[src/rtl/sam_mem_arbiter.sv]
// -----------------------------------------------------------------------------
// sam_mem_arbiter
//
// Single-port RAM arbiter between the PicoRV32 native memory interface and the
// SAM accelerator's memory master. CPU requests are served as a fixed
// 2-cycle-latency transaction (issue, response, done). SAM gets exclusive
// streaming ownership of the RAM for as long as sam_en stays high. An accepted
// CPU transaction always completes before SAM is granted.
//
// Optional feature (macro SAM_ARB_OOR_ERR_EN): sticky out-of-range error flag
// plus a latch of the first offending byte address. Without the macro both
// outputs are tied to zero.
//
// Ports
//   clk, resetn            : clock, asynchronous active-low reset
//   cpu_valid/instr/addr/wdata/wstrb : PicoRV32 request (wstrb==0 -> read)
//   cpu_ready, cpu_rdata   : registered one-cycle completion pulse + read data
//   sam_en                 : SAM ownership request, held for the whole job
//   sam_grant              : SAM may access the RAM while high
//   sam_addr/wdata/wstrb   : SAM access fields, one access per granted cycle
//   sam_rdata, sam_rvalid  : read data (RAM output) and its valid strobe
//   mem_ce/we/addr/wdata   : RAM port (word addressed, we qualified by ce)
//   mem_rdata              : RAM read data, one cycle after mem_ce
//   oor_err, oor_addr      : sticky out-of-range flag and first bad address
// -----------------------------------------------------------------------------
module sam_mem_arbiter #(
  parameter int MEM_WORDS = 256,
  parameter int AW        = $clog2(MEM_WORDS)
) (
  input  logic          clk,
  input  logic          resetn,
  input  logic          cpu_valid,
  input  logic          cpu_instr,
  input  logic [31:0]   cpu_addr,
  input  logic [31:0]   cpu_wdata,
  input  logic [3:0]    cpu_wstrb,
  output logic          cpu_ready,
  output logic [31:0]   cpu_rdata,
  input  logic          sam_en,
  output logic          sam_grant,
  input  logic [31:0]   sam_addr,
  input  logic [31:0]   sam_wdata,
  input  logic [3:0]    sam_wstrb,
  output logic [31:0]   sam_rdata,
  output logic          sam_rvalid,
  output logic          mem_ce,
  output logic [3:0]    mem_we,
  output logic [AW-1:0] mem_addr,
  output logic [31:0]   mem_wdata,
  input  logic [31:0]   mem_rdata,
  output logic          oor_err,
  output logic [31:0]   oor_addr
);

  localparam logic [31:0] ADDR_LIMIT = 32'(MEM_WORDS * 4);

  typedef enum logic [1:0] {IDLE, CPU_RESP, CPU_DONE, SAM_OWN} state_t;

  state_t        state_reg, state_next;
  logic          cpu_ready_reg;
  logic [31:0]   cpu_rdata_reg;
  logic          cpu_oor_reg;     // issued CPU access was out of range
  logic          sam_grant_reg;
  logic          sam_rvalid_reg;

  logic          cpu_in_range, sam_in_range;
  logic          cpu_issue, sam_access;
  logic          ce_next;
  logic [3:0]    we_next;
  logic [AW-1:0] addr_next;
  logic [31:0]   wdata_next;

  // cpu_instr is informational only on this port.
  logic unused_inputs;
  assign unused_inputs = &{1'b0, cpu_instr};

  assign cpu_in_range = (cpu_addr < ADDR_LIMIT);
  assign sam_in_range = (sam_addr < ADDR_LIMIT);

  always_comb begin
    state_next = state_reg;
    cpu_issue  = 1'b0;
    sam_access = 1'b0;
    ce_next    = 1'b0;
    we_next    = '0;
    addr_next  = '0;
    wdata_next = '0;
    case (state_reg)
      IDLE: begin
        // SAM wins a tie with a simultaneous CPU request.
        if (sam_en) begin
          state_next = SAM_OWN;
        end else if (cpu_valid) begin
          cpu_issue  = 1'b1;
          ce_next    = cpu_in_range;
          we_next    = cpu_in_range ? cpu_wstrb : 4'b0000;
          addr_next  = cpu_addr[AW+1:2];
          wdata_next = cpu_wdata;
          state_next = CPU_RESP;
        end
      end
      CPU_RESP: state_next = CPU_DONE;
      CPU_DONE: state_next = IDLE;
      SAM_OWN: begin
        if (sam_en) begin
          sam_access = 1'b1;
          ce_next    = sam_in_range;
          we_next    = sam_in_range ? sam_wstrb : 4'b0000;
          addr_next  = sam_addr[AW+1:2];
          wdata_next = sam_wdata;
        end else begin
          state_next = IDLE;
        end
      end
      default: state_next = IDLE;
    endcase
  end

  // Gating with resetn keeps the RAM quiet the instant reset asserts,
  // suppressing any write in flight for the current cycle.
  assign mem_ce    = ce_next & resetn;
  assign mem_we    = we_next & {4{resetn}};
  assign mem_addr  = addr_next;
  assign mem_wdata = wdata_next;

  always_ff @(posedge clk or negedge resetn) begin
    if (!resetn) begin
      state_reg      <= IDLE;
      cpu_ready_reg  <= 1'b0;
      cpu_rdata_reg  <= '0;
      cpu_oor_reg    <= 1'b0;
      sam_grant_reg  <= 1'b0;
      sam_rvalid_reg <= 1'b0;
    end else begin
      state_reg     <= state_next;
      cpu_ready_reg <= (state_reg == CPU_RESP);
      if (cpu_issue) begin
        cpu_oor_reg <= ~cpu_in_range;
      end
      if (state_reg == CPU_RESP) begin
        cpu_rdata_reg <= cpu_oor_reg ? 32'h0 : mem_rdata;
      end
      sam_grant_reg  <= (state_next == SAM_OWN);
      sam_rvalid_reg <= sam_access & sam_in_range;
    end
  end

  assign cpu_ready  = cpu_ready_reg;
  assign cpu_rdata  = cpu_rdata_reg;
  assign sam_grant  = sam_grant_reg;
  assign sam_rvalid = sam_rvalid_reg;
  assign sam_rdata  = mem_rdata;

`ifdef SAM_ARB_OOR_ERR_EN
  logic        oor_err_reg;
  logic [31:0] oor_addr_reg;
  logic        cpu_oor_access, sam_oor_access;

  assign cpu_oor_access = cpu_issue & ~cpu_in_range;
  assign sam_oor_access = sam_access & ~sam_in_range;

  // Only the first offending access is recorded; both hold until reset.
  always_ff @(posedge clk or negedge resetn) begin
    if (!resetn) begin
      oor_err_reg  <= 1'b0;
      oor_addr_reg <= '0;
    end else if (!oor_err_reg && (cpu_oor_access || sam_oor_access)) begin
      oor_err_reg  <= 1'b1;
      oor_addr_reg <= cpu_oor_access ? cpu_addr : sam_addr;
    end
  end

  assign oor_err  = oor_err_reg;
  assign oor_addr = oor_addr_reg;
`else
  assign oor_err  = 1'b0;
  assign oor_addr = 32'h0;
`endif

endmodule

[config.mk]
export PLATFORM = sky130hd
export DESIGN_NAME = sam_mem_arbiter
export DESIGN_NICKNAME = d
export VERILOG_FILES = /design/src/rtl/sam_mem_arbiter.sv
export SDC_FILE = /design/constraint.sdc
export NUM_CORES = 1
export LEC_CHECK = 0
export CORE_AREA = 2 2 125 127
export CTS_BUF_LIST = sky130_fd_sc_hd__clkbuf_16
export CTS_CLUSTER_SIZE = 10
export DETAILED_ROUTE_END_ITERATION = 8
export DIE_AREA = 0 0 127 129
export PLACE_DENSITY = 0.62
export SLEW_MARGIN = 15
export SYNTH_ARGS = -nofsm -noshare
export SYNTH_HDL_FRONTEND = slang
export SYNTH_SLANG_ARGS = --single-unit
[constraint.sdc]
create_clock -name clk -period 2.2 [get_ports clk]
set_input_delay 0.44 -clock clk [delete_from_list [all_inputs] [get_ports clk]]
set_output_delay 0.44 -clock clk [all_outputs]
set_load 0.005 [all_outputs]
==> results.json <==
{
  "powerDensity_mw_per_mm2": 617,
  "grt_overflow": 0,
  "area_growth_syn_to_layout_pct": 129,
  "startpoint_type": "register",
  "tns_ns": -2.25,
  "power_frac_comb_pct": 57.2,
  "ys_ff_latch": 38,
  "outcome": "complete, but fails checks",
  "cts_made_buffers": 5,
  "initial_core_util_pct": 17.6,
  "hold_ws_ns": 0.253,
  "drc": 0,
  "die_w_um": 127,
  "viasPerCell": 4.35,
  "placed_area_mm2": 0.00536,
  "critPathRequiredTime_ns": 1.76,
  "fin_skew_ns": 0.00644,
  "hold_viol": 0,
  "wl_mm": 12.8,
  "cts_root_buffer": "clkbuf_16",
  "die-area_mm2": 0.0164,
  "share_seq_of_total_power_pct": 22.1,
  "via_count": 3294,
  "final_common_cell": "clkdlybuf4s50_1",
  "synth_top_family_by_area": "compound AO/OA/AOI/OAI gates",
  "synth_top_area_share_pct": 36.0,
  "cts_buffer_depth": 2,
  "grt_max_degree": 41,
  "power_switching_w": 0.00132,
  "rsz0062_at_grt": "true",
  "synth_mux_area_share_pct": 0,
  "largest_reg_flops": 32,
  "gp_routability_congestion": 0.708,
  "yosys.area_share.xor_xnor_pct": 0,
  "dp_slack_ns": -0.746,
  "p_leak_nw": 2.64,
  "ir_drop_mv": 0.356,
  "clock_sinks": 38,
  "final_max_slew_viol_count": 0,
  "crit_chain": "inv_2, ha_4, and3b_2, buf_12, buf_12, buf_8, a22oi_2, nor2_2, buf_2",
  "synth_compound_area_share_pct": 24.2,
  "hold_path_class": "input pin to asynchronous set/reset pin",
  "cp_max_fo": 6,
  "design_area_mm2": 0.00606,
  "setup_ws_ns": -0.111,
  "clk_pin_slew_ns": 0.06,
  "synth_area_leaders": "dfrtp_1 (36%), buf_4 (19%), a22oi_1 (11%), a22o_1 (10%), nor2_1 (6.1%)",
  "cp_slowest_cell": "dfrtp_1",
  "core_mm2": 0.0150,
  "ant_nets": 0,
  "crit_path_frequent_cell": "buf_12",
  "setup_viol": 34,
  "die_h_um": 129,
  "crit_type": "register to output port",
  "grt_pass1_vias": 3269,
  "layout_common_cells": "clkdlybuf4s50_1 (197), buf_2 (46), nor2_1 (41)",
  "num-nets-final": 743,
  "clk_latency_ns": 0.27,
  "dp_hpwl_mm": 9.11,
  "grt_util_all_layers_pct": 14.2,
  "yosysWarnings": 0,
  "drt_iter0_drc": 66,
  "fin_crit_ns": 2.31,
  "period_share_pct": 105,
  "seq_area_frac_synth_pct": 36.0,
  "syn_avg_cell_area_um2": 8.90,
  "fp-row-count": 45,
  "wl_per_cell_um": 17.0,
  "synth_top_area_cell": "dfrtp_1",
  "dr.pass1.iters": 4,
  "grt_pass1_wl_mm": 18.1,
  "fin_util_pct": 40.4,
  "synth_area_mm2": 0.00264,
  "antenna_found_initial": 2,
  "io_pins": 318,
  "clkPwrFrac_pct": 20.7,
  "synth_fa_ha_area_share_pct": 1.42,
  "p_sw_share_pct": 35.2,
  "violations": "negative setup slack",
  "yosys.area_share.simple_pct": 15.9,
  "cts_max_level": 2,
  "fmax_mhz": 433,
  "critPathMaxStageDelay_ns": 0.37,
  "syn_inst": 297,
  "io_buffer_count": 279,
  "maxCapViolations": 0,
  "p_int_w": 0.00242,
  "final_layout_size_suffix_gt1_share_pct": 28.9,
  "crit_path_end_kind": "output port",
  "cts_tree": "built",
  "worst_ep_arrival_time_ns": 1.87,
  "synth.distinct_cells": 30
}
-- Yosys cell counts (all sizes together) --
| cell | number |
|---|---|
| a22oi | 40 |
| ha | 3 |
| clkbuf | 11 |
| nand3 | 1 |
| o2bb2ai | 1 |
| and4 | 2 |
| a22o | 31 |
| nor2 | 44 |
| inv | 4 |
| and3b | 1 |
| o221ai | 1 |
| nand2b | 5 |
| and2 | 2 |
| a21oi | 5 |
| nand4 | 5 |
| o21a | 1 |
| a21o | 1 |
| nand2 | 9 |
| o21ai | 2 |
| conb | 1 |
| dfrtp | 38 |
| buf | 74 |
| or4 | 3 |
| nor4 | 12 |
-- metal layers --
metal  routed length, um  up-vias  global-route usage (%)
li1                    -     1539                       -
met1                5030     1559                    17.0
met2                6720      183                    25.9
met3                 912       13                    2.91
met4                 171        0                    4.07
met5                   0        -                       0
-- final timing paths --
check	from	endpoint	slack [ns]	depth (start not counted)
worst max-delay path	state_reg[1]	mem_wdata[19]	-0.11	9
worst min-delay path	resetn	cpu_rdata[12]	0.25	2
worst max register to register	state_reg[0]	sam_grant	0.57	8
worst min register to register	cpu_rdata[30]	cpu_rdata[30]	0.48	1
max in group asynchronous	resetn	cpu_rdata[17]	1.60	2
min in group clk	cpu_rdata[30]	cpu_rdata[30]	0.48	1
-- kinds of logic after synthesis --
family,Yosys count
buf+inv,89
simple gates,84
compound gates,82
flops,38
fa+ha+maj,3
other cells,1
-- timing repair --
item                                    CTS  global route
endpoints found under the setup margin   45            45
pin swaps                                30            20
hold buffers                              0             0
resized for setup                       283            32
gates cloned                              7             3
hold endpoints to repair                  0             0
setup buffers                            14             2
-- power groups by stage --
| stage | sequential (W) | combinational [W] | clock [W] |
|---|---|---|---|
| global placement | 0.000837 | 0.00173 | 0 |
| finish | 0.000825 | 0.00214 | 0.000774 |
| floorplan | 0.000840 | 0.000798 | 0 |
| global route | 0.000835 | 0.00230 | 0.000839 |
| CTS | 0.000824 | 0.00204 | 0.000810 |
| detailed placement | 0.000840 | 0.00175 | 0 |
-- per-stage QoR --
stage / std cells / power, W
3_3_place_gp: 725 / 0.00257
4_1_cts: 751 / 0.00368
5_1_grt: 756 / 0.00398
3_5_place_dp: 725 / 0.00259
2_1_floorplan: 329 / 0.00164
6_report: 757 / 0.00374
-- critical path: cells and delay by family (launching register included) --
family | cells | cell delay, ns
fa+ha+maj | 1 | 0.16
simple gates | 2 | 0.31
buf+inv | 5 | 0.60
flops | 1 | 0.37
compound gates | 1 | 0.13
-- area by class of cell --
class | instances | area, um^2
Multi-Input combinational cell | 202 | 1580
Fill cell | 1456 | 8920
Sequential cell | 38 | 951
Clock buffer | 5 | 125
Timing Repair Buffer | 316 | 3120
Clock inverter | 2 | 33.8
Inverter | 4 | 15.0
Antenna cell | 2 | 5.00
Tap cell | 188 | 235
Note: power is estimated with default switching activity, not from simulation.
